[config.mk]
export PLATFORM = sky130hd
export DESIGN_NAME = ts4231_cfg_responder
export DESIGN_NICKNAME = d
export VERILOG_FILES = /design/src/rtl/ts4231_pkg.sv /design/src/rtl/ts4231_line_sync.sv /design/src/rtl/ts4231_cfg_responder.sv
export SDC_FILE = /design/constraint.sdc
export NUM_CORES = 1
export LEC_CHECK = 0
export CORE_MARGIN = 4
export CORE_UTILIZATION = 40
export DETAILED_ROUTE_END_ITERATION = 10
export HOLD_SLACK_MARGIN = 0.12
export PLACE_DENSITY = 0.66
export RECOVER_POWER = 100
export SETUP_SLACK_MARGIN = 0.4
export SYNTH_ARGS = -nofsm -noshare
export SYNTH_HDL_FRONTEND = slang
export SYNTH_HIERARCHICAL = 1
export SYNTH_SLANG_ARGS = --single-unit
[constraint.sdc]
create_clock -name clock -period 2.7 [get_ports clock]
set_input_delay 0.675 -clock clock [delete_from_list [all_inputs] [get_ports clock]]
set_output_delay 0.675 -clock clock [all_outputs]
set_load 0.02 [all_outputs]
[src/rtl/ts4231_pkg.sv]
// Shared constants and types for the TS4231 configuration-port responder.
package ts4231_pkg;

    localparam int CFG_W = 15;

    typedef enum logic [2:0] {
        IDLE,
        PRESENCE,
        CMD,
        WRITE_BITS,
        READ_BITS,
        WAIT_STOP
    } state_t;

    localparam logic CMD_WRITE = 1'b0;
    localparam logic CMD_READ  = 1'b1;

endpackage

[src/rtl/ts4231_line_sync.sv]
// Synchronizer and edge detect for one pad line; TS4231_RESP_GLITCH_FILTER_EN adds
// a 3-sample majority filter after the synchronizer (rejects 1-clock pulses).
module ts4231_line_sync (
    input  logic clock,
    input  logic reset,
    input  logic din,
    output logic level,
    output logic rise,
    output logic fall
);

    logic [1:0] sync;
    logic       cond;
    logic       cond_q;

    always_ff @(posedge clock) begin
        if (!reset) sync <= 2'b00;
        else        sync <= {sync[0], din};
    end

`ifdef TS4231_RESP_GLITCH_FILTER_EN
    logic [1:0] hist;
    logic       filt;

    always_ff @(posedge clock) begin
        if (!reset) begin
            hist <= 2'b00;
            filt <= 1'b0;
        end else begin
            hist <= {hist[0], sync[1]};
            filt <= (sync[1] & hist[0]) | (sync[1] & hist[1]) | (hist[0] & hist[1]);
        end
    end

    assign cond = filt;
`else
    assign cond = sync[1];
`endif

    always_ff @(posedge clock) begin
        if (!reset) cond_q <= 1'b0;
        else        cond_q <= cond;
    end

    assign level = cond;
    assign rise  = cond & ~cond_q;
    assign fall  = ~cond & cond_q;

endmodule

[src/rtl/ts4231_cfg_responder.sv]
// Sensor-side end of the TS4231 E/D configuration bus: presence pulse, write/read
// frames, stored config word. Optional glitch filter: TS4231_RESP_GLITCH_FILTER_EN.
module ts4231_cfg_responder
    import ts4231_pkg::*;
#(
    parameter logic [CFG_W-1:0] CFG_RESET       = '0,
    parameter int               PRESENCE_CYCLES = 100,
    parameter int               TIMEOUT_CYCLES  = 4096
) (
    input  logic             clock,
    input  logic             reset,
    input  logic             e_in,
    input  logic             d_in,
    output logic             d_out,
    output logic             d_oe,
    input  logic             light_pulse,
    output logic [CFG_W-1:0] cfg_reg,
    output logic             cfg_valid,
    output logic             frame_err,
    output logic             busy
);

    localparam int TMR_MAX = (TIMEOUT_CYCLES > PRESENCE_CYCLES) ? TIMEOUT_CYCLES : PRESENCE_CYCLES;
    localparam int TMR_W   = $clog2(TMR_MAX) + 1;
    localparam int CNT_W   = $clog2(CFG_W);
    localparam logic [TMR_W-1:0] TO_LOAD   = TMR_W'(TIMEOUT_CYCLES - 1);
    localparam logic [TMR_W-1:0] PRES_LOAD = TMR_W'(PRESENCE_CYCLES - 1);
    localparam logic [CNT_W-1:0] CNT_LOAD  = CNT_W'(CFG_W - 1);

    logic e_lvl, e_rise, e_fall, d_lvl, d_rise, d_fall;
    logic e_edge, start_cond, stop_cond, light_q, light_rise;

    state_t           state, state_nxt;
    logic [CNT_W-1:0] bit_cnt, cnt_nxt;
    logic [TMR_W-1:0] tmr, tmr_nxt;
    logic [CFG_W-1:0] shadow, shadow_nxt, cfg_nxt;
    logic             rd_frame, rd_nxt, stop_armed, armed_nxt;
    logic             d_out_nxt, d_oe_nxt, valid_nxt, err_nxt;

    ts4231_line_sync u_sync_e (.clock(clock), .reset(reset), .din(e_in),
                               .level(e_lvl), .rise(e_rise), .fall(e_fall));
    ts4231_line_sync u_sync_d (.clock(clock), .reset(reset), .din(d_in),
                               .level(d_lvl), .rise(d_rise), .fall(d_fall));

    // An E edge in the same cycle masks any D edge.
    assign e_edge     = e_rise | e_fall;
    assign start_cond = d_fall & e_lvl & ~e_edge;
    assign stop_cond  = d_rise & e_lvl & ~e_edge;
    assign light_rise = light_pulse & ~light_q;
    assign busy       = (state != IDLE);

    always_comb begin
        state_nxt  = state;
        cnt_nxt    = bit_cnt;
        tmr_nxt    = tmr;
        shadow_nxt = shadow;
        rd_nxt     = rd_frame;
        armed_nxt  = stop_armed;
        cfg_nxt    = cfg_reg;
        d_out_nxt  = d_out;
        d_oe_nxt   = 1'b0;
        valid_nxt  = 1'b0;
        err_nxt    = 1'b0;
        case (state)
            IDLE: begin
                if (light_rise) begin
                    state_nxt = PRESENCE;
                    tmr_nxt   = PRES_LOAD;
                    d_oe_nxt  = 1'b1;
                    d_out_nxt = 1'b1;
                end else if (start_cond) begin
                    state_nxt = CMD;
                    tmr_nxt   = TO_LOAD;
                end
            end
            PRESENCE: begin
                if (tmr == '0) begin
                    state_nxt = IDLE;
                    d_out_nxt = 1'b0;
                end else begin
                    tmr_nxt  = tmr - TMR_W'(1);
                    d_oe_nxt = 1'b1;
                end
            end
            default: begin
                if (start_cond) begin
                    err_nxt   = 1'b1;
                    state_nxt = CMD;
                    tmr_nxt   = TO_LOAD;
                end else if (e_edge) begin
                    tmr_nxt = TO_LOAD;
                    case (state)
                        CMD: if (e_rise) begin
                            rd_nxt    = (d_lvl == CMD_READ);
                            cnt_nxt   = CNT_LOAD;
                            state_nxt = (d_lvl == CMD_READ) ? READ_BITS : WRITE_BITS;
                        end
                        WRITE_BITS: if (e_rise) begin
                            shadow_nxt = {shadow[CFG_W-2:0], d_lvl};
                            if (bit_cnt == '0) begin
                                state_nxt = WAIT_STOP;
                                armed_nxt = 1'b0;
                            end else begin
                                cnt_nxt = bit_cnt - CNT_W'(1);
                            end
                        end
                        READ_BITS: begin
                            d_oe_nxt = d_oe;
                            if (e_fall) begin
                                d_oe_nxt  = 1'b1;
                                d_out_nxt = cfg_reg[bit_cnt];
                            end else if (bit_cnt == '0) begin
                                d_oe_nxt  = 1'b0;
                                state_nxt = WAIT_STOP;
                                armed_nxt = 1'b0;
                            end else begin
                                cnt_nxt = bit_cnt - CNT_W'(1);
                            end
                        end
                        // The first E rise after the last bit is the master's stop setup clock.
                        WAIT_STOP: if (e_rise) begin
                            if (!stop_armed) begin
                                armed_nxt = 1'b1;
                            end else begin
                                err_nxt   = 1'b1;
                                state_nxt = IDLE;
                            end
                        end
                        default: ;
                    endcase
                end else if (stop_cond) begin
                    state_nxt = IDLE;
                    if (state == WAIT_STOP) begin
                        if (!rd_frame) begin
                            cfg_nxt   = shadow;
                            valid_nxt = 1'b1;
                        end
                    end else begin
                        err_nxt = 1'b1;
                    end
                end else if (tmr == '0) begin
                    err_nxt   = 1'b1;
                    state_nxt = IDLE;
                end else begin
                    tmr_nxt = tmr - TMR_W'(1);
                    if (state == READ_BITS) d_oe_nxt = d_oe;
                end
            end
        endcase
    end

    always_ff @(posedge clock) begin
        if (!reset) begin
            state      <= IDLE;
            bit_cnt    <= '0;
            tmr        <= '0;
            shadow     <= '0;
            rd_frame   <= 1'b0;
            stop_armed <= 1'b0;
            cfg_reg    <= CFG_RESET;
            d_out      <= 1'b0;
            d_oe       <= 1'b0;
            cfg_valid  <= 1'b0;
            frame_err  <= 1'b0;
            light_q    <= 1'b0;
        end else begin
            state      <= state_nxt;
            bit_cnt    <= cnt_nxt;
            tmr        <= tmr_nxt;
            shadow     <= shadow_nxt;
            rd_frame   <= rd_nxt;
            stop_armed <= armed_nxt;
            cfg_reg    <= cfg_nxt;
            d_out      <= d_out_nxt;
            d_oe       <= d_oe_nxt;
            cfg_valid  <= valid_nxt;
            frame_err  <= err_nxt;
            light_q    <= light_pulse;
        end
    end

endmodule
# After elaboration in Yosys (flattened, before gate mapping)
# Index checks and enable logic that the tools add are counted.
totals:
  regBits: 63
  input_bits: 5
  out_inout_bits: 20
  wordCells: 145
op_classes:
  n_addsub: 2
  order_cmp: 1
  eq_ne: 22
  n_mux: 61
  n_bitwise: 22
  n_reduce_logical: 21
ops:
  columns: ["operator", "count"]
  rows:
  - ["2-to-1 mux 13 bit", 6]
  - ["2-to-1 mux 3 bit", 13]
  - ["2-to-1 mux 1 bit", 30]
  - ["one-hot mux 13 bit (2 select lines)", 1]
  - ["AND reduction 7 bit", 3]
  - ["!= test 6 x 4 -> 1 bit, second input constant", 3]
  - ["nonzero test 3 bit", 6]
  - ["2-to-1 mux 4 bit", 4]
  - ["!= test 7 x 5 -> 1 bit, second input constant", 2]
  - ["logical NOT 13 bit", 1]
  - ["subtractor 13 x 1 -> 13 bit, second input constant", 1]
  - ["!= test 2 bit, second input constant", 6]
  - ["!= test 6 bit, second input constant", 2]
  - ["inverter 1 bit", 12]
  - ["one-hot mux 3 bit (4 select lines)", 1]
  - ["one-hot mux 4 bit (3 select lines)", 1]
  - ["AND reduction 6 bit", 2]
  - ["AND reduction 5 bit", 2]
  - ["bitwise AND 1 bit", 9]
  - ["!= test 8 x 1 -> 1 bit, second input constant", 1]
  - ["OR reduction 7 bit", 1]
  - ["equality test 3 x 2 -> 1 bit, second input constant", 2]
  - ["equality test 3 bit, second input constant", 2]
  - ["one-hot mux 3 bit (2 select lines)", 1]
  - ["15 further kinds", 17]

# Depth between registers and ports, before layout
logic_depth:
  depth_word: 9
  mapped_depth: 9
  depth_no_buf: 7

# By module
# The synthesis kept the hierarchy.
modules_own_cells:
  columns: ["mod", "n_inst", "cells_per_inst", "area_each_um2", "seq_area_each_um2"]
  rows:
  - ["ts4231_cfg_responder", 1, 389, 3098.0, 1141.1]
  - ["ts4231_line_sync", 2, 8, 91.3, 60.1]

# Worst setup path before layout
# OpenSTA, ideal clock, no wires.
synth_path:
  path_kind: "reg-to-reg"
  startpoint: "register bit_cnt[0]"
  endpoint: "register state[1]"
  setup_ps: 114
  arrival_time_ps: 2041
  required_time_ps: 2586
  slack_ps: 544
  stages_incl_launch_ff: 9
  synth_period_minus_slack_ps: 2156
  cell_sequence: "dfxtp_1 -> clkbuf_1 -> inv_1 -> ha_1 -> nor3b_1 -> a2bb2oi_1 -> a31oi_1 -> or2_1 -> a2111oi_0"
synth_via:
  elab_chain_cells: 7
synth_lines:
  columns: ["item", "line", "rtl"]
  rows:
  - ["start, declared", "ts4231_cfg_responder.sv:34", "logic [CNT_W-1:0] bit_cnt, cnt_nxt;"]
  - ["start signal, assigned", "ts4231_cfg_responder.sv:168", "bit_cnt <= cnt_nxt;"]
  - ["logical NOT 4 bit *", "ts4231_cfg_responder.sv:100, ts4231_cfg_responder.sv:112", null]
  - ["2-to-1 mux 3 bit *", null, null]
  - ["2-to-1 mux 3 bit (on tied branches)", null, null]
  - ["one-hot mux 3 bit (4 select lines) *", null, null]
  - ["2-to-1 mux 3 bit * (2 in a row)", null, null]
  - ["one-hot mux 3 bit (2 select lines) *", null, null]
  - ["end signal, assigned", "ts4231_cfg_responder.sv:167", "state <= state_nxt;"]
  - ["end, declared", "ts4231_cfg_responder.sv:33", "state_t state, state_nxt;"]
# Mark *: on every way between the ends. The rest lies on a longest branch, timed or not. The select of a mux whose other input is x is not followed.
# A chain may end at the register's enable or synchronous reset.

# Worst setup path after layout
layout_path:
  startpoint: "register tmr[0]"
  endpoint: "register tmr[7]"
layout_via:
  elab_chain_cells: 6
layout_lines:
  columns: ["item", "line", "rtl"]
  rows:
  - ["start, declared", "ts4231_cfg_responder.sv:35", "logic [TMR_W-1:0] tmr, tmr_nxt;"]
  - ["start signal, assigned", "ts4231_cfg_responder.sv:169", "tmr <= tmr_nxt;"]
  - ["subtractor 13 x 1 -> 13 bit / logical NOT 13 bit (equally long branches)", null, null]
  - ["2-to-1 mux 13 bit *", "ts4231_cfg_responder.sv:77, ts4231_cfg_responder.sv:141", null]
  - ["2-to-1 mux 13 bit", "ts4231_cfg_responder.sv:131", "end else if (stop_cond) begin"]
  - ["2-to-1 mux 13 bit", "ts4231_cfg_responder.sv:90", "end else if (e_edge) begin"]
  - ["2-to-1 mux 13 bit", "ts4231_cfg_responder.sv:86", "if (start_cond) begin"]
  - ["one-hot mux 13 bit (2 select lines) *", "ts4231_cfg_responder.sv:64", "case (state)"]
# Marked as above.

==> out/results.ini <==
[timing]
fmax_mhz=429
grt_setup_unrepaired=true
hold_slack_ns=0.437
maxSlewHeadroom_pct=23.4
timing.final.crit_period_ns=2.33
period_share_pct=86.4
worstMarginPinSlew_ns=1.15
slew_violations=0
hold_viol_final=0
finClkSkew_ns=0.00970
fin_setup_tns_ns=0
setup_viol_count_final=0

[floorplan]
io_pins=25
dieArea_um2=9710
core-area_um2=7850
start_util_pct=41.8
rows=32
die-width_um=98.6
die_y_um=98.6

[synth]
ys_seq_elements=63
syn_nets=412
ys.flop_type=dfxtp_1
synth_cell_types=71
synth_area_leaders=dfxtp_1 38%, nand2_1 10%, a21oi_1 7.5%, clkbuf_1 2.2%, mux4_2 2.1%
yosys_warnings=6
syn_inst=405
yosysTopAreaCell=dfxtp_1
synth_area_per_cell_um2=8.10
ys_async_sr_fraction_pct=0
netlist.area_leader.share_pct=38.4
synth_edf_count=0
ys_seq_area_share_pct=38.4
netlist_area_um2=3280

[setup_path]
worstSetupStartpoint=tmr[0]
r2r_slack_ns=0.37
crit_required_ns=2.94
crit_path_cell_trace=inv_1, ha_1, or3b_1, or4_1, nand3_1, a21oi_1, o221a_2
crit_slowest_cell=or4_1
critPathBufInv=1
r2r_cells=7
crit_arrival_ns=2.57
crit_fanout=7
regToRegStartpoint=tmr[0]
worst-path-stages=7
endpoint=tmr[7]
end_kind=flop
critPathKind=reg -> reg
start_kind=flop
critical_path.top_delay_family=simple AND/OR/NAND/NOR gates
slowest_delay_ns=0.64
r2r-end=tmr[7]

[finish]
syn_to_final_growth_pct=18.5
drive_gt1_share_pct=14.6
diodes=0
instances_no_fill=541
finalInstanceArea_um2=3890
nets=441
fillCellCount=806

[global_routing]
antenna_found_initial=0
grt_pass1_vias=2776
grt_pass1_wl_um=13900
grtUsageTotal_pct=17.4
overflow=0
grt_start_max_net_pins=37

[clock_tree]
clockBufferDepth=2
numClockSinks=63
root_buffer=clkbuf_8
cts_buffers=9
clk_latency_ns=0.35
h-tree-depth=3
cts_tree=yes
clk_pin_slew_ns=0.08

[detailed_routing]
drt-wirelength-per-cell_um=15.2
drc=0
drt_pre_antenna_iters=4
avgViaCountPerCell=5.60
dr.first_iter.drc_count=204
num_vias=3027
wl_um=8220
antenna_left=0

[flow_run]
drv_cap=0

[placed_design]
hpwl_um=5750
place_area_um2=3670
dp_cells=523
port-buffer-count=24
gp_congestion=0.940

[min_path]
hold_class=reg -> reg

[pwr]
powerDensity_nw_per_um2=879
peakVddDrop_mv=0.477
leakagePower_nw=1.39
power.total_mw=3.42

[outcome]
run_status=finished, final reports clean

worst min path at each step:
stage          slack (ns)                to  depth (start not counted)             start
2_1_floorplan        0.41  u_sync_d/sync[1]                          1  u_sync_d/sync[0]
3_3_place_gp         0.41  u_sync_e/sync[1]                          1  u_sync_e/sync[0]
3_5_place_dp         0.42  u_sync_e/sync[1]                          1  u_sync_e/sync[0]
4_1_cts              0.44  u_sync_e/sync[1]                          1  u_sync_e/sync[0]
5_1_grt              0.45  u_sync_d/sync[1]                          1  u_sync_d/sync[0]
6_report             0.44  u_sync_d/sync[1]                          1  u_sync_d/sync[0]
synth_stat cells (all sizes together) (4+ instances only):
cell type	count
nor2b	10
or4	8
inv	8
nor4	4
or3	5
o211ai	5
clkbuf	19
and2	9
dfxtp	63
a311oi	4
nor2	16
nor3	6
a21oi	49
nand2	90
o221a	5
a211oi	5
o21ai	13
or2	6
a31oi	5
buf	8
nand3	8
routing by layer:
metal | vias up | part of all wire (%) | GRT usage [%]
met1 | 1431 | 48 | 24.6
li1 | 1526 | - | -
met3 | 8 | 4.0 | 3.82
met4 | 0 | 1.2 | 5.99
met5 | - | 0 | 0
met2 | 62 | 47 | 26.1
through the flow:
stage          worst slack [ns]  utilization, %
3_5_place_dp              0.168            46.8
3_3_place_gp              0.224            46.8
5_1_grt                   0.215            49.5
2_1_floorplan             0.544               -
4_1_cts                   0.401            49.8
6_report                  0.368            49.5
report_power, final:
group	leakage, nW	switching, mW	internal [mW]
Clock	0.111	0.415	0.531
Combinational	0.762	0.738	0.559
Sequential	0.514	0.131	1.04
Total	1.39	1.28	2.13
kinds of logic after synthesis:
group | after synthesis | share of synthesized area, %
AOI/OAI and AO/OA | 116 | 24.1
xor gates and xnor gates | 2 | 0.534
adders and majority gates | 2 | 0.763
buffers and inverters | 36 | 4.58
DFF | 63 | 38.4
muxes | 7 | 3.32
and+or+nand+nor | 179 | 28.2
cell usage in the layout (no fill, tap or decap), types with 4 or more instances in the layout:
cell,count
a211oi_1,5
a21oi_1,49
a31oi_1,5
and2_0,6
buf_4,18
clkbuf_8,9
clkdlybuf4s50_1,4
dfxtp_1,60
dlygate4sd3_1,19
inv_1,7
nand2_1,89
nand3_1,8
nor2_1,14
nor2b_1,10
nor3_1,6
o211ai_1,5
o21ai_0,12
o221a_2,5
or4_1,6
cell type report:
cell class | instances | area, um^2 | share of cell area [%]
multi-input cells | 306 | 1840 | 47.3
flip-flops and latches | 63 | 1270 | 32.7
repair buffers | 45 | 389 | 10.0
well taps | 102 | 128 | 3.28
clock buffers | 9 | 124 | 3.19
clock inverters | 7 | 103 | 2.64
inverters | 9 | 33.8 | 0.869
repair_timing:
item / CTS / global route
pin swaps: 0 / 2
endpoints found under the setup margin: 1 / 26
buffers inserted: 0 / 2
hold buffers: 0 / 0
gates resized for setup: 3 / 8
(Power assumes the default switching activity.)
